$ cat src/rtl/cond_logic.sv
// rtl/cond_logic.sv - condition check, NZCV flag register and write gating for the multicycle ARM controller
// Also keeps saturating counts of executed and skipped instructions.
module cond_logic #(
   parameter int CNT_W = 16
) (
   input  logic             clk,
   input  logic             reset,
   input  logic [3:0]       Cond,
   input  logic [3:0]       ALUFlags,
   input  logic [1:0]       FlagW,
   input  logic             PCS,
   input  logic             NextPC,
   input  logic             RegW,
   input  logic             MemW,
   input  logic             IRWrite,
   input  logic             cnt_clr,
   output logic             PCWrite,
   output logic             RegWrite,
   output logic             MemWrite,
   output logic [3:0]       Flags,
   output logic             CondEx,
   output logic [CNT_W-1:0] exec_cnt,
   output logic [CNT_W-1:0] skip_cnt
);

   localparam logic [CNT_W-1:0] CNT_ONE = {{(CNT_W-1){1'b0}}, 1'b1};
   localparam logic [CNT_W-1:0] CNT_MAX = '1;

   logic       condexreg;
   logic       decode_pend;
   logic [1:0] flagwrite;
   logic       n, z, c, v;

   assign {n, z, c, v} = Flags;

   // Evaluated against the stored flags only, never the live ALU flags.
   always_comb begin
      CondEx = 1'b1;
      case (Cond)
         4'd0:  CondEx = z;
         4'd1:  CondEx = ~z;
         4'd2:  CondEx = c;
         4'd3:  CondEx = ~c;
         4'd4:  CondEx = n;
         4'd5:  CondEx = ~n;
         4'd6:  CondEx = v;
         4'd7:  CondEx = ~v;
         4'd8:  CondEx = c & ~z;
         4'd9:  CondEx = ~c | z;
         4'd10: CondEx = (n == v);
         4'd11: CondEx = (n != v);
         4'd12: CondEx = ~z & (n == v);
         4'd13: CondEx = z | (n != v);
         default: CondEx = 1'b1;
      endcase
   end

   assign flagwrite = FlagW & {2{CondEx}};

   always_ff @(posedge clk or negedge reset) begin
      if (!reset) begin
         Flags       <= 4'b0000;
         condexreg   <= 1'b0;
         decode_pend <= 1'b0;
      end else begin
         if (flagwrite[1]) Flags[3:2] <= ALUFlags[3:2];
         if (flagwrite[0]) Flags[1:0] <= ALUFlags[1:0];
         condexreg   <= CondEx;
         decode_pend <= IRWrite;
      end
   end

   always_ff @(posedge clk or negedge reset) begin
      if (!reset) begin
         exec_cnt <= '0;
         skip_cnt <= '0;
      end else if (cnt_clr) begin
         exec_cnt <= '0;
         skip_cnt <= '0;
      end else if (decode_pend) begin
         if (CondEx) begin
            if (exec_cnt != CNT_MAX) exec_cnt <= exec_cnt + CNT_ONE;
         end else begin
            if (skip_cnt != CNT_MAX) skip_cnt <= skip_cnt + CNT_ONE;
         end
      end
   end

   // Strobes are held low for as long as reset is asserted, even with NextPC high.
   assign PCWrite  = reset & ((PCS & condexreg) | NextPC);
   assign RegWrite = reset & RegW & condexreg;
   assign MemWrite = reset & MemW & condexreg;

endmodule

$ cat config.mk
export PLATFORM = sky130hd
export DESIGN_NAME = cond_logic
export DESIGN_NICKNAME = d
export VERILOG_FILES = /design/src/rtl/cond_logic.sv
export SDC_FILE = /design/constraint.sdc
export NUM_CORES = 1
export LEC_CHECK = 0
export CAP_MARGIN = 20
export CORE_MARGIN = 5
export CORE_UTILIZATION = 52
export DETAILED_ROUTE_END_ITERATION = 8
export PLACE_DENSITY = 0.86
export SYNTH_ARGS = -nofsm -noshare
export SYNTH_HDL_FRONTEND = slang
export SYNTH_SLANG_ARGS = --single-unit
$ cat constraint.sdc
create_clock -name clk -period 4.9 [get_ports clk]
set_clock_uncertainty 0.05 [all_clocks]
set_input_delay 0.49 -clock clk [delete_from_list [all_inputs] [get_ports clk]]
set_output_delay 0.49 -clock clk [all_outputs]
set_load 0.005 [all_outputs]
==> metrics.md, run 1 <==
| Metric | Value |
|---|---|
| # resized after CTS | `0` |
| Antenna fix cells | `0` |
| Net count, final | `roughly 310` |
| Initial antenna violation count | `0` |
| Ports | `58` |
| Most common cell after layout, fill and taps aside | `clkdlybuf4s50_1` |
| Worst slew margin relative to its limit | `between 40% and 50%` |
| Reg2reg setup slack | `about 2.4 ns` |
| Post-Layout Inst Area | `roughly 0.0028 sq mm` |
| Most frequent cells in the layout | `56 x clkdlybuf4s50_1, 38 x dfrtp_1, 26 x a21oi_1, 17 x nand2_1, 15 x nor2_1` |
| Crit-path cells | `clkdlybuf4s50_1, mux2i_1, mux2_2, o221a_2, o22ai_2, clkdlybuf4s50_1` |
| RSZ-0062 raised after global routing | `false` |
| Postcts setup bufs | `0` |
| Largest net degree at the start of global routing | `42` |
| Synth Area in XOR/XNOR | `less than 1%` |
| Synth Net Count | `approximately 260` |
| Worst VDD drop | `roughly 0.18 mV` |
| Netlist Area Pre-Place | `0.002177 sq mm` |
| Drt pass-1 iters | `4` |
| Worst setup SP type | `input pin` |
| GRT overflow | `0` |
| PD cells | `250.1 mW/mm^2` |
| Vias per inst | `around 6` |
| Vias in the first global route | `roughly 2000` |
| P_leak | `1.075 nW` |
| Mapped Cells | `236` |
| Placer Congestion | `0.9666` |
| CTS root buf | `clkbuf_8` |
| Die width | `74.71 um` |
| Run status | `finished clean` |
| Initial DRC count | `approximately 110` |
| Core footprint | `just over 0.004 sq mm` |
| Dpl cells | `334` |
| Post-synth EDFFs | `0` |
| Cell mode on critical path | `clkdlybuf4s50_1` |
| Global-route wire length before repair | `~8.9 mm` |
| Worst-Margin Slew | `~0.9 ns` |
| Total power | `about 0.00071 W` |
| Antenna Nets Post-Route | `0` |
| Clk pin slew, worst setup/hold paths | `~0.070 ns` |
| Sequential area share after synthesis | `between 40% and 50%` |
| Simple-Gate Fraction of Synth Area | `between 20 and 30%` |
| Largest family of logic cells by synthesized area | `simple AND/OR/NAND/NOR gates` |
| Synth warnings | `0` |
| Compound-gate portion of the synthesized area | `between 10% and 20%` |
| Post-synth ARST share | `between 90% and 100%` |
| Area of the die | `approximately 0.0056 sq mm` |
| Std cell rows | `23` |
| Data arrival time of the critical path | `approximately 2.6 ns` |
| Number of port buffers | `57` |
| Area growth, synth to finish | `30.80%` |
| Fin. Hold Viols | `0` |
| WL per Instance | `between 15 and 20 um` |
| Tcrit/Tclk final | `63.99%` |
| Max Slew Vio Count | `0` |
| Die Span Y | `74.71 um` |
| Fin util | `a little over two thirds` |
| F_max | `between 0.3 and 0.4 GHz` |
| Avg Cell Area, Syn | `approximately 9 sq um` |
| Drt drc | `0` |
| Mux cell area share after synthesis | `6.552%` |
| Routed WL | `5.433 mm` |
| CP Data Required Time | `roughly 4.4 ns` |
| Layout cell share with drive strength beyond 1 | `7.931%` |
| Clk buf depth | `2` |
| Top_reg_cell synth | `dfrtp_1` |
| Final setup violating endpoints | `0` |
| Slowest stage delay, CP | `0.62 ns` |
| Adder-cell area share of the yosys netlist | `1.149%` |
| Buf/Inv on CP | `2` |
| CTS hold repair buffers | `0` |
| Worst Hold Class | `input pin to async pin` |
| CTS tree | `yes` |
| Yosys cell types | `38` |
| CP endpoint kind | `output port` |
| Cell Area, Placed | `0.002765 sq mm` |
| Crit path time final | `around 3.1 ns` |
| MaxCap Viol Count | `0` |
| HPWL after detailed placement | `approximately 3.8 mm` |
| FF+latch count, synth | `38` |
| CP max stage cell | `clkdlybuf4s50_1` |
| Clock buffer count from CTS | `5` |
| Fin cells | `340` |
| GR Util All Layers | `20.57%` |
| Critical Path Fanout Max | `8` |
| Fin Setup TNS | `0 ns` |
| H-tree levels | `2` |
| CP top delay family | `buffers and inverters` |
| Initial Util | `a little over half` |
| Vias | `between 2000 and 2500` |
| CTS sink count | `38` |
| Worst Setup Path Type | `input pin to output port` |
| Clock Latency Late Sink | `roughly 0.29 ns` |
==> layout make-up <==
cell class	instances	area (sq um)
well taps	50	62.56
multi-input cells	183	1156
clock buffers	6	82.58
inverters	4	15.01
repair buffers	59	580.6
fillers	327	1181
flip-flops and latches	38	950.9
==> synth_stat cells, types with 3 or more instances <==
cell	n	area [sq um]
or4_1	13	97.59
nand2_1	17	63.81
nor2b_1	5	31.28
nand2b_1	4	25.02
clkbuf_1	5	18.77
and2_1	4	25.02
nand3_1	13	65.06
a21oi_1	26	130.1
inv_1	4	15.01
mux2i_1	3	30.03
nor2_1	15	56.30
and3_1	4	25.02
o21ai_0	13	65.06
or3_1	12	75.07
o31ai_1	13	97.59
buf_2	5	25.02
mux2_2	8	90.09
nand4_1	9	56.30
dfrtp_1	38	950.9
==> worst reg2reg max path: cells and delay by family, from the launching register on <==
kind,cells,cell delay (ns)
AOI/OAI and AO/OA,2,0.56
xor gates and xnor gates,1,0.26
DFF,1,0.42
muxes,1,0.35
and+or+nand+nor,2,0.73
==> per-layer routing <==
metal / global-route usage [%] / vias up / part of all wire [%]
met2: 34.93 / 60 / 48
met4: 6.917 / 0 / 1.2
met1: 25.79 / 987 / 44
met5: 0 / - / 0
li1: - / 999 / -
met3: 4.940 / 6 / 6.7
==> power breakdown <==
part	switching (W)	internal (W)
Sequential	0.0000179	0.000329
Combinational	0.0000731	0.0000803
Clock	0.000104	0.000108
Total	0.000195	0.000517
==> sequential cells by signal (all words and copies together), names as in the netlist <==
signal	count
decode_pend	1
condexreg	1
skip_cnt	16
Flags	4
exec_cnt	16
==> final timing paths <==
path	startpoint	end	depth (start not counted)
max in group asynchronous	reset	exec_cnt[13]	1
min in group clk	Flags[1]	Flags[1]	1
worst min-delay path	reset	skip_cnt[2]	1
worst max register to register	Flags[3]	exec_cnt[10]	6
worst max-delay path	Cond[2]	CondEx	6
worst min register to register	Flags[1]	Flags[1]	1
==> logic make-up (layout without fill, tap and decap cells) <==
group           count (synthesis)  count (layout)
fa+ha+maj                       2               2
compound gates                 60              60
xor+xnor                        2               2
buf+inv                        15              69
mux                            13              13
flops                          38              38
simple gates                  106             106
==> stage by stage <==
step / setup WS [ns] / hold slack (ns)
after floorplan: 2.478 / 0.1444
after global placement: 1.804 / 0.5031
after detailed placement: 1.780 / 0.5043
after CTS: 1.773 / 0.2863
after global routing: 1.700 / 0.3255
final: 1.764 / 0.2658
Note: power is estimated with default switching activity, not from simulation.
==> run 2, diff against run 1 <==
--- a/config.mk
+++ b/config.mk
@@ -7,9 +7,9 @@
 export LEC_CHECK = 0
 export CAP_MARGIN = 20
 export CORE_MARGIN = 5
-export CORE_UTILIZATION = 52
+export CORE_UTILIZATION = 44
 export DETAILED_ROUTE_END_ITERATION = 8
-export PLACE_DENSITY = 0.86
+export PLACE_DENSITY = 0.78
 export SYNTH_ARGS = -nofsm -noshare
 export SYNTH_HDL_FRONTEND = slang
 export SYNTH_SLANG_ARGS = --single-unit
==> constraint.sdc (replaced) <==
create_clock -name clk -period 2.8 [get_ports clk]
set_clock_uncertainty 0.05 [all_clocks]
set_input_delay 0.28 -clock clk [delete_from_list [all_inputs] [get_ports clk]]
set_output_delay 0.28 -clock clk [all_outputs]
set_load 0.005 [all_outputs]
==> metrics.md, run 2 (synthesis gave the netlist of run 1 again) <==
| Metric | Value |
|---|---|
| CTS sink count | `38 (unchanged)` |
| Clock Latency Late Sink | `0.29 ns (about the same)` |
| Vias | `2076 (+1.2%)` |
| Most frequent cells in the layout | `55 x clkdlybuf4s50_1, 38 x dfrtp_1, 26 x a21oi_1, 17 x nand2_1, 15 x nor2_1` |
| Drt drc | `0 (unchanged)` |
| Pre-CTS WS | `0.03016 ns (-1.750 ns)` |
| Antenna fix cells | `0 (unchanged)` |
| Area of the die | `0.006455 sq mm (+16%)` |
| Ports | `58 (unchanged)` |
| Worst slew margin relative to its limit | `68.30% (+28 points)` |
| Worst VDD drop | `0.2666 mV (+51%)` |
| Clock buffer count from CTS | `5 (unchanged)` |
| Core footprint | `0.004755 sq mm (+18%)` |
| GR Util met2 | `25.66% (-9.3 points)` |
| Critical Path Fanout Max | `15 (+7)` |
| Fin Setup TNS | `0 ns (unchanged)` |
| Fin. Hold Viols | `0 (unchanged)` |
| Max Slew Vio Count | `0 (unchanged)` |
| CP Data Required Time | `2.92 ns (-1.44 ns)` |
| Net count, final | `320 (+2.9%)` |
| Worst setup margin | `0.3442 ns (-1.420 ns)` |
| RSZ-0062 raised after global routing | `false` |
| Worst Setup Path Type | `flip-flop to flip-flop` |
| Routed WL | `5.419 mm (-0.26%)` |
| GRT overflow | `0 (unchanged)` |
| Post-Layout Inst Area | `0.002969 sq mm (+4.3%)` |
| MaxCap Viol Count | `0 (unchanged)` |
| F_max | `between 0.4 and 0.5 GHz` |
| CTS root buf | `clkbuf_8` |
| Vias per inst | `5.641 (-6.5%)` |
| Cell Area, Placed | `0.002846 sq mm (+2.9%)` |
| Postcts setup bufs | `0 (unchanged)` |
| Initial DRC count | `136 (+23%)` |
| Placer Congestion | `0.8931 (-7.6%)` |
| Largest net degree at the start of global routing | `38 (-9.5%)` |
| Worst Hold Class | `input pin to async pin` |
| Data arrival time of the critical path | `2.58 ns (-0.02 ns)` |
| Layout fillers | `411 (+26%)` |
| Reg2reg start | `Flags[3]` |
| H-tree levels | `2 (unchanged)` |
| Drt pass-1 iters | `4 (unchanged)` |
| Global-route wire length before repair | `8.963 mm (+0.63%)` |
| WL per Instance | `14.73 um (-7.8%)` |
| Run status | `finished clean` |
| Grt peak-use layer | `met2` |
| Crit path time final | `around 2.5 ns` |
| Reg2reg setup slack | `0.34 ns (-2.07 ns)` |
| Initial antenna violation count | `0 (unchanged)` |
| FF-to-FF End | `exec_cnt[9]` |
| GRT met3 Usage | `4.148% (-0.79 points)` |
| Number of port buffers | `57 (unchanged)` |
| Met1 GRT Util | `24.89% (-0.89 points)` |
| GR Util All Layers | `17.67% (-2.9 points)` |
| Clk pin slew, worst setup/hold paths | `0.08 ns (about the same)` |
| Vias in the first global route | `1869 (-7.7%)` |
| Die Span Y | `80.34 um (+7.5%)` |
| HPWL after detailed placement | `3.956 mm (+3.7%)` |
| CP endpoint kind | `flip-flop` |
| Fin util | `62.45% (-8.2 points)` |
| Tcrit/Tclk final | `a little under 90%` |
| Worst setup SP type | `flip-flop` |
| Largest registers | `exec_cnt: 16 flops, skip_cnt: 16 flops, Flags: 4 flops` |
| Die width | `80.34 um (+7.5%)` |
| Most common cell after layout, fill and taps aside | `clkdlybuf4s50_1` |
| PD cells | `451.3 mW/mm^2 (+80%)` |
| Antenna Nets Post-Route | `0 (unchanged)` |
| Total power | `0.001340 W (+88%)` |
| CTS tree | `yes` |
| Clk buf depth | `2 (unchanged)` |
| Std cell rows | `25 (+8.7%)` |
| Layout cell share with drive strength beyond 1 | `10.96% (+3.0 points)` |
| Final setup violating endpoints | `0 (unchanged)` |
| Initial Util | `45.79% (-8.2 points)` |
| Worst-Margin Slew | `0.4693 ns (-0.4236 ns)` |
| Area growth, synth to finish | `36.38%` |
| P_leak | `1.138 nW (+5.9%)` |
| R2R cell count | `6 (unchanged)` |
-- run 2: changes by cell type in the layout (fill, tap and decap cells not counted), sizes merged --
cell	previous run	this run
dlygate4sd3	0	1
dlymetal6s2s	0	1
clkbuf	6	8
clkdlybuf4s50	56	55
buf	3	11
-- run 2: where the power goes --
group | leakage (nW) | switching [W] | internal [W] | total, W
clock | 0.0575 | 0.000196 | 0.000249 | 0.000445
combinational | 0.565 | 0.000129 | 0.000159 | 0.000288
sequential | 0.515 | 0.0000322 | 0.000574 | 0.000607
total | 1.14 | 0.000358 | 0.000982 | 0.00134
-- run 2: what timing repair did --
item	4_1_cts	5_1_grt
resized for setup	0	1
hold buffers	1	0
endpoints found under the hold margin	7	0
endpoints found under the setup margin	0	1
-- run 2: layout make-up --
cell class,instances,area (sq um),area share [%]
multi-input cells,183,1156,38.94
well taps,67,83.83,2.823
clock buffers,8,110.1,3.708
flip-flops and latches,38,950.9,32.03
inverters,4,15.01,0.5057
repair buffers,68,653.1,22.00
-- run 2: how the worst max path moves through the flow --
stage / depth (start not counted) / from / endpoint / slack, ns
2_1_floorplan: 6 / Flags[3] / exec_cnt[10] / 0.57
3_3_place_gp: 7 / Cond[3] / exec_cnt[9] / 0.08
3_5_place_dp: 8 / Cond[2] / exec_cnt[9] / 0.03
4_1_cts: 7 / Cond[2] / CondEx / 0.10
5_1_grt: 7 / skip_cnt[0] / skip_cnt[5] / 0.19
6_report: 6 / Flags[3] / exec_cnt[9] / 0.34
-- run 2: through the flow --
step,instances,hold slack (ns)
after CTS,368,0.3234
after detailed placement,359,0.09084
after floorplan,236,-0.06559
after global routing,368,0.3497
after global placement,359,0.08914
final,368,0.3244
-- run 2: worst max-delay path: stages, from the launching register on --
cell and delay (ns):
dfrtp_1 0.43, xor2_1 0.26, or3b_1 0.39, a41o_1 0.25, o22a_4 0.27, nor4_1 0.34
mux2_1 0.35
-- run 2: metal layers --
| layer | up-vias | part of all wire, % |
|---|---|---|
| met5 | - | 0 |
| li1 | 1015 | - |
| met3 | 7 | 6.2 |
| met2 | 56 | 46 |
| met1 | 998 | 46 |
| met4 | 0 | 1.8 |
